--- config.mk ---
export PLATFORM = sky130hd
export DESIGN_NAME = mil1553_rx_word
export DESIGN_NICKNAME = d
export VERILOG_FILES = /design/src/rtl/mil1553_rx_word.sv
export SDC_FILE = /design/constraint.sdc
export NUM_CORES = 1
export LEC_CHECK = 0
export CAP_MARGIN = 20
export CORE_ASPECT_RATIO = 1.5
export CORE_MARGIN = 1
export CORE_UTILIZATION = 45
export CTS_BUF_LIST = sky130_fd_sc_hd__clkbuf_2 sky130_fd_sc_hd__clkbuf_4 sky130_fd_sc_hd__clkbuf_8
export CTS_CLUSTER_DIAMETER = 200
export DETAILED_ROUTE_END_ITERATION = 10
export PLACE_DENSITY = 0.65
export SLEW_MARGIN = 10
export SYNTH_ARGS = -nofsm -noshare
export SYNTH_HDL_FRONTEND = slang
export SYNTH_SLANG_ARGS = --single-unit
export TNS_END_PERCENT = 20
--- constraint.sdc ---
create_clock -name clk -period 4 [get_ports clk]
set_input_delay 0.4 -clock clk [delete_from_list [all_inputs] [get_ports clk]]
set_output_delay 0.4 -clock clk [all_outputs]
set_load 0.005 [all_outputs]
--- src/rtl/mil1553_rx_word.sv ---
// mil1553_rx_word: MIL-STD-1553 receive word decoder.
// Synchronizes the transceiver outputs, qualifies the 3-bit-time sync, decodes
// 16 Manchester-II data bits plus odd parity and holds the last good word.
`timescale 1ns / 1ps

module mil1553_rx_word #(
    parameter int unsigned FCLK_KHZ = 50000,
    parameter int unsigned BIT_KHZ  = 1000,
    parameter int unsigned SYNC_MIN = 66,
    parameter int unsigned SYNC_MAX = 84
) (
    input  logic        clk,
    input  logic        rst,
    input  logic        rx_p,
    input  logic        rx_n,
    output logic [15:0] dat,
    output logic [1:0]  dp_ptr,
    output logic        cmd,
    output logic        word_vld,
    output logic        err,
    output logic [1:0]  err_code,
    output logic        busy
);

    localparam int unsigned T_BIT = FCLK_KHZ / BIT_KHZ;
    localparam int unsigned HALF  = T_BIT / 2;

    // Bit-timer landmarks
    localparam logic [6:0] T_SMP_A    = 7'(HALF / 2);
    localparam logic [6:0] T_SMP_B    = 7'(HALF + HALF / 2);
    localparam logic [6:0] T_LAST     = 7'(T_BIT - 1);
    localparam logic [6:0] T_SYNC_END = 7'(3 * HALF - 1);
    localparam logic [6:0] T_RS_LO    = 7'(HALF - 6);
    localparam logic [6:0] T_RS_HI    = 7'(HALF + 6);
    localparam logic [6:0] T_RS_SET   = 7'(HALF + 1);
    localparam logic [7:0] RUN_MIN    = 8'(SYNC_MIN);
    localparam logic [7:0] RUN_MAX    = 8'(SYNC_MAX);
    localparam logic [4:0] K_PAR      = 5'd16;

    localparam logic [2:0] ST_WAIT_IDLE = 3'd0;
    localparam logic [2:0] ST_IDLE      = 3'd1;
    localparam logic [2:0] ST_SYNC1     = 3'd2;
    localparam logic [2:0] ST_SYNC2     = 3'd3;
    localparam logic [2:0] ST_DATA      = 3'd4;

    // Line codes: H and L are bit-inverses of each other
    localparam logic [1:0] LN_IDLE = 2'b00;
    localparam logic [1:0] LN_H    = 2'b01;
    localparam logic [1:0] LN_L    = 2'b10;

    localparam logic [1:0] ERR_SYNC = 2'd1;
    localparam logic [1:0] ERR_MAN  = 2'd2;
    localparam logic [1:0] ERR_PAR  = 2'd3;

    logic        p_meta, p_sync, n_meta, n_sync;
    logic [1:0]  line, line_prev, pol_opp;

    logic [2:0]  state_q, state_d;
    logic [7:0]  run_q, run_d;
    logic [1:0]  pol_q, pol_d;
    logic        typ_q, typ_d;
    logic [6:0]  t_q, t_d;
    logic [4:0]  k_q, k_d;
    logic [1:0]  a_q, a_d;
    logic [15:0] sr_q, sr_d;
    logic        par_q, par_d;
    logic [15:0] dat_q, dat_d;
    logic        cmd_q, cmd_d;
    logic [1:0]  dp_ptr_q, dp_ptr_d;
    logic        word_vld_q, word_vld_d;
    logic        err_q, err_d;
    logic [1:0]  err_code_q, err_code_d;

    logic        fail;
    logic [1:0]  fail_code;
    logic        bit_one;

    // Two-flop synchronizers plus previous line sample; left unreset so a
    // reset mid-word does not fake an idle line and restart decoding.
    always_ff @(posedge clk) begin
        p_meta    <= rx_p;
        p_sync    <= p_meta;
        n_meta    <= rx_n;
        n_sync    <= n_meta;
        line_prev <= line;
    end

    // Decode the synchronized pair into H / L / IDLE (both-high is IDLE)
    always_comb begin
        line = LN_IDLE;
        if (p_sync && !n_sync) begin
            line = LN_H;
        end else if (!p_sync && n_sync) begin
            line = LN_L;
        end
    end

    assign pol_opp = {pol_q[0], pol_q[1]};

    // Next-state logic for the sync/bit decoder and the held outputs
    always_comb begin
        state_d    = state_q;
        run_d      = run_q;
        pol_d      = pol_q;
        typ_d      = typ_q;
        t_d        = t_q;
        k_d        = k_q;
        a_d        = a_q;
        sr_d       = sr_q;
        par_d      = par_q;
        dat_d      = dat_q;
        cmd_d      = cmd_q;
        dp_ptr_d   = dp_ptr_q;
        word_vld_d = 1'b0;
        err_d      = 1'b0;
        err_code_d = err_code_q;
        fail       = 1'b0;
        fail_code  = ERR_SYNC;
        bit_one    = (a_q == LN_H);

        case (state_q)
            ST_WAIT_IDLE: begin
                if (line == LN_IDLE) begin
                    state_d = ST_IDLE;
                end
            end
            ST_IDLE: begin
                if (line != LN_IDLE) begin
                    state_d = ST_SYNC1;
                    run_d   = 8'd1;
                    pol_d   = line;
                end
            end
            ST_SYNC1: begin
                if (line == pol_q) begin
                    if (run_q >= RUN_MAX) begin
                        fail = 1'b1;
                    end else begin
                        run_d = run_q + 8'd1;
                    end
                end else if (line == LN_IDLE || run_q < RUN_MIN) begin
                    fail = 1'b1;
                end else begin
                    state_d = ST_SYNC2;
                    typ_d   = (pol_q == LN_H);
                    t_d     = 7'd1;
                end
            end
            ST_SYNC2: begin
                t_d = t_q + 7'd1;
                if (t_q == T_SMP_B && line != pol_opp) begin
                    fail = 1'b1;
                end else if (t_q == T_SYNC_END) begin
                    state_d = ST_DATA;
                    t_d     = 7'd0;
                    k_d     = 5'd0;
                    par_d   = 1'b0;
                end
            end
            ST_DATA: begin
                t_d = t_q + 7'd1;
                // Mid-bit transition re-anchors the bit timer
                if (line != line_prev && t_q >= T_RS_LO && t_q <= T_RS_HI) begin
                    t_d = T_RS_SET;
                end
                if (t_q == T_SMP_A) begin
                    a_d = line;
                end
                if (t_q == T_SMP_B) begin
                    if (a_q == LN_IDLE || line == LN_IDLE || a_q == line) begin
                        fail      = 1'b1;
                        fail_code = ERR_MAN;
                    end else begin
                        par_d = par_q ^ bit_one;
                        if (k_q != K_PAR) begin
                            sr_d = {sr_q[14:0], bit_one};
                        end
                    end
                end
                if (t_q == T_LAST) begin
                    t_d = 7'd0;
                    if (k_q == K_PAR) begin
                        // This sample is still the parity bit's second half; IDLE
                        // picks up a following sync on the next sample.
                        state_d = ST_IDLE;
                        if (par_q) begin
                            dat_d      = sr_q;
                            cmd_d      = typ_q;
                            dp_ptr_d   = typ_q ? 2'd3 : 2'd0;
                            word_vld_d = 1'b1;
                        end else begin
                            err_d      = 1'b1;
                            err_code_d = ERR_PAR;
                        end
                    end else begin
                        k_d = k_q + 5'd1;
                    end
                end
            end
            default: begin
                state_d = ST_WAIT_IDLE;
            end
        endcase

        if (fail) begin
            state_d    = ST_WAIT_IDLE;
            err_d      = 1'b1;
            err_code_d = fail_code;
        end
    end

    // State and output registers with synchronous reset
    always_ff @(posedge clk) begin
        if (rst) begin
            state_q    <= ST_WAIT_IDLE;
            run_q      <= 8'd0;
            pol_q      <= LN_IDLE;
            typ_q      <= 1'b0;
            t_q        <= 7'd0;
            k_q        <= 5'd0;
            a_q        <= LN_IDLE;
            sr_q       <= 16'd0;
            par_q      <= 1'b0;
            dat_q      <= 16'd0;
            cmd_q      <= 1'b0;
            dp_ptr_q   <= 2'd0;
            word_vld_q <= 1'b0;
            err_q      <= 1'b0;
            err_code_q <= 2'd0;
        end else begin
            state_q    <= state_d;
            run_q      <= run_d;
            pol_q      <= pol_d;
            typ_q      <= typ_d;
            t_q        <= t_d;
            k_q        <= k_d;
            a_q        <= a_d;
            sr_q       <= sr_d;
            par_q      <= par_d;
            dat_q      <= dat_d;
            cmd_q      <= cmd_d;
            dp_ptr_q   <= dp_ptr_d;
            word_vld_q <= word_vld_d;
            err_q      <= err_d;
            err_code_q <= err_code_d;
        end
    end

    assign dat      = dat_q;
    assign cmd      = cmd_q;
    assign dp_ptr   = dp_ptr_q;
    assign word_vld = word_vld_q;
    assign err      = err_q;
    assign err_code = err_code_q;
    assign busy     = (state_q == ST_SYNC1) || (state_q == ST_SYNC2) || (state_q == ST_DATA);

endmodule
; Yosys cells after proc, flatten, opt, wreduce, memory -nomap -nowiden
; Cells that the tools add are included.
[word_totals]
register_bits = 74
latchBits = 0
inputBits = 4
ramBits = 0
mem_bits_ro = 0
n_memories = 0
out_inout_bits = 24
[classes]
reduce_logical = 35
magnitude_cmp = 4
mul = 0
n_eq_ne = 30
muxes = 54
div = 0
n_bitwise = 7
add_sub_neg = 3
shift = 0
[ops]
columns = operator, count
row1 = two-way mux 7 bit, 6
row2 = "!= test 2 bit, second input constant", 13
row3 = two-way mux 3 bit, 8
row4 = two-way mux 8 bit, 3
row5 = two-way mux 2 bit, 11
row6 = case mux 7 bit (3 select lines), 1
row7 = two-way mux 5 bit, 4
row8 = two-way mux 1 bit, 16
row9 = case mux 8 bit (2 select lines), 1
row10 = AND reduction 4 bit, 4
row11 = case mux 3 bit (5 select lines), 1
row12 = "== test 7 x 6 -> 1 bit, second input constant", 2
row13 = nonzero test 2 bit, 6
row14 = case mux 5 bit (2 select lines), 1
row15 = AND reduction 5 bit, 2
row16 = "adder 8 x 1 -> 8 bit, second input constant", 1
row17 = ">= comparator 8 x 7 -> 1 bit, second input constant", 1
row18 = "less-than comparator 8 x 7 -> 1 bit, second input constant", 1
row19 = AND reduction 8 bit, 1
row20 = "adder 7 x 1 -> 7 bit, second input constant", 1
row21 = "== test 7 x 4 -> 1 bit, second input constant", 1
row22 = "== test 7 bit, second input constant", 1
row23 = ">= comparator 7 x 5 -> 1 bit, second input constant", 1
row24 = "less-or-equal comparator 7 x 5 -> 1 bit, second input constant", 1
row25 = other kinds (24), 45

; Logic depth before layout (Yosys ltp)
[logic_depth]
word_depth = 12
depth_mapped = 9

; Worst setup path after synthesis
; OpenSTA, ideal clock, no wires.
[synth_path]
kind = register to register
from = reg p_sync
to = reg run_q[5]
setup_ns = 0.070
synth_period_minus_slack_ns = 1.923
arrival_time_ns = 1.854
path_buffers = 2
stages_incl_launch_ff = 10
required_ns = 3.930
setup_slack_ns = 2.077
cell_sequence = dfxtp_1 > inv_1 > ha_1 > buf_2 > xor2_1 > nor3_1 > a31oi_1 > buf_2 > or3_1 > a21oi_1
[synth_between]
elab_chain_len = 7
elab_cells_between_ends = 10
cone_classes = eq/ne (3) / mux (2) / reduce/logical (5)
[synth_rtl]
columns = item, line_no
row1 = "start, declared", 55  ; logic p_meta, p_sync, n_meta, n_sync;
row2 = "start signal, assigned", 82  ; p_sync <= p_meta;
row3 = logical NOT 1 bit, 93  ; end else if (!p_sync && n_sync) begin
row4 = logical AND 1 bit, 93
row5 = two-way mux 2 bit, 93
row6 = two-way mux 2 bit *, 91  ; if (p_sync && !n_sync) begin
row7 = named net line[1], 56  ; logic [1:0] line, line_prev, pol_opp;
row8 = == test 2 bit or nonzero test 2 bit (tied branches), "135, 128"
row9 = != test 2 bit (no line), -
row10 = AND reduction 4 bit (no line) *, -
row11 = "end signal, assigned", 232  ; run_q <= run_d;
row12 = "end, declared", 59  ; logic [7:0] run_q, run_d;
; Mark *: on every way through the listed nets, which the timed path passes. The rest lies on a longest branch.
; A chain may end at the register's enable or synchronous reset.

; Worst setup path in the final report
[layout_path]
from = reg state_q[2]
to = out busy
[layout_between]
elab_chain_len = 3
elab_cells_between_ends = 5
cone_classes = eq/ne (3) / reduce/logical (2)
[layout_rtl]
columns = item, line_no
row1 = "start, declared", 58  ; logic [2:0] state_q, state_d;
row2 = "start signal, assigned", 231  ; state_q <= state_d;
row3 = == test 3 x 2 -> 1 bit, 255  ; assign busy = (state_q == ST_SYNC1) || (state_q == ST_SYNC2) || (state_q == ST_DATA);
row4 = logical OR 1 bit, 255
row5 = logical OR 1 bit *, 255
row6 = "end, declared", 22  ; output logic busy
; Mark *: on every way between the ends. The rest lies on a longest branch, timed or not.

==> run summary <==
Post-route DRC -> 0
f_max -> 391 MHz
Port Buffers -> 27
H-tree Lvls -> 3
outcome -> finished, final reports clean
Sum Neg Setup Slack -> 0 ns
final setup vio count -> 0
dpl hpwl -> 4.73 mm
share of layout cells above drive strength 1 -> 0.0712
Final Hold Fails -> 0
Seq pwr share -> 0.524
most frequent cells in the layout -> 72 x dfxtp_1, 47 x nand2_1, 43 x nor2_1
initial core utilization -> 0.462
P_sw -> 0.328 mW
Setup Slack @ Placement -> 1.72 ns
Tmin final -> 2.56 ns
Core ar. -> 7180 um2
pin count of the biggest net entering global routing -> 51
leakage -> 1.49 nW
worst-skew pair later-pin latency -> 0.35 ns
RSZ-0062 raised after global routing -> false
fillers -> 662
final setup margin -> 1.44 ns
Tcrit/Tclk final -> 0.639
sw frac -> 0.234
syn nets -> 382
hold buffer count at cts -> 0
# clock sinks -> 72
worst vdd ir -> 281 uV
Max-Cap Viols -> 0
final net count -> 402
overall power -> 1.40 mW
initial antenna violation count -> 0
postcts setup bufs -> 0
drt pass-1 iters -> 4
CTS Buf Count -> 9
vias in the first global route -> 2,452
CTS tree -> built
Clock Skews -> 0.00767 ns
Synth Area per Inst -> 9.01 um2
placed insts -> 477
Internal -> 1.07 mW
first-pass GRT wire length -> 11.3 mm
register area share after synthesis -> 0.435
combinational cell fraction of total power -> 0.055
DR vias/cell -> 5.28
EDFF count, synth -> 0
GRT Total Usage -> 0.189
CTS Buffer Depth -> 2
DR iter-0 viols -> 171
startpoint types -> flip-flop
CP Class -> reg2out
clock transition at the registers of the reported paths -> 0.08 ns
Core Util, Final -> 0.532
CP arrival -> 2.16 ns
Max Fanout on Critical Path -> 8
#FFs+latches synth -> 72
Synth Instances -> 368
Post-Route WL -> 6.72 mm
Post-CTS Resized -> 0
Final Max Tran Viols -> 0
Critical Path Sink Type -> output pin
Die Area -> 7720 um2
Die Y -> 107 um
worst relative slew slack -> 0.416
vias post-DR -> 2,605
number of library cell types mapped by synthesis -> 57
yosys synthesis warning count -> 0
power per cell area -> 367 nW/um2
RePlAce Congestion -> 0.808
Die Wd -> 72.1 um
worst hold path type -> reg2reg
area delta synth->final -> 15.2%
I/O Pins -> 28
ys async rst share -> 0
total gr overflow -> 0
clock root buffer master -> clkbuf_8
final instance count without filler cells -> 493
ANT nets after route -> 0
Worst Path Required -> 3.60 ns
Primary FF master, synth -> dfxtp_1
WL/cell -> 13.6 um
ant diodes -> 0
Least-Margin Pin Slew -> 0.869 ns
site row count -> 38
synthesized area -> 3310 um2
Clk pwr share -> 0.421
commonest non-fill, non-tap cell in the layout -> dfxtp_1
cell families (layout without fill, tap and decap cells):
family | Yosys count | in the layout | share of synthesized area
multiplexers | 22 | 22 | 0.0664
AO/OA/AOI/OAI | 67 | 67 | 0.139
flip-flops | 72 | 72 | 0.435
XOR/XNOR | 16 | 16 | 0.0423
buffers and inverters | 34 | 59 | 0.0491
AND/OR/NAND/NOR | 147 | 147 | 0.231
adder cells (fa/ha/maj) | 10 | 10 | 0.0378
final timing paths:
path,startpoint,endpoint,cells after the start,slack [ns]
worst max-delay path,state_q[2],busy,3,1.44
worst min-delay path,n_meta,n_sync,0,0.34
worst max register to register,state_q[2],dat[12],4,1.73
worst min register to register,n_meta,n_sync,0,0.34
layout make-up:
cell class,count,area [um2],area share
inverters,15,56.3,0.0147
clock buffers,11,151,0.0397
flip-flops and latches,72,1440,0.378
clock inverters,5,55.1,0.0144
multi-input cells,262,1710,0.448
repair buffers,28,278,0.0728
well taps,100,125,0.0328
sequential cells by signal, summed over array words and instances (netlist names), 2 cells and up:
signal,flops
sr_q,16
line_prev,2
t_q,7
err_code,2
a_q,2
pol_q,2
dat,16
state_q,3
k_q,5
run_q,8
through the flow:
step	hold slack, ns	area, um2
6_report	0.340	3820
5_1_grt	0.349	3820
4_1_cts	0.338	3820
3_5_place_dp	0.320	3610
3_3_place_gp	0.329	3610
2_1_floorplan	0.310	3310
Yosys cell counts (all sizes together) (7+ instances only):
cell type,n,area (um2)
a21oi,28,140
buf,8,63.8
clkbuf,11,42.5
dfxtp,72,1440
ha,10,125
inv,15,56.3
mux2i,22,220
nand2,47,176
nand2b,7,43.8
nor2,43,161
nor3,9,56.3
o21ai,9,45.0
xnor2,9,78.8
xor2,7,61.3
worst max-delay path, stage by stage (launching register included):
cell and delay, ns:
dfxtp_1 0.50, or3b_1 0.55, nand2_1 0.23, clkdlybuf4s50_1 0.53
routing by layer:
layer,GRT usage,vias to the layer above,wire length (um)
li1,-,1327,-
met1,0.222,1209,2880
met2,0.312,59,3440
met3,0.0508,10,282
met4,0.0896,0,118
met5,0,-,0
power by group through the flow:
stage / sequential [mW] / combinational [mW] / clock, mW
finish: 0.735 / 0.0765 / 0.590
detailed placement: 0.752 / 0.0760 / 0
floorplan: 0.748 / 0.0585 / 0
CTS: 0.735 / 0.0770 / 0.605
global route: 0.737 / 0.0854 / 0.637
global placement: 0.752 / 0.0741 / 0
Power figures use the tool's default switching activity.
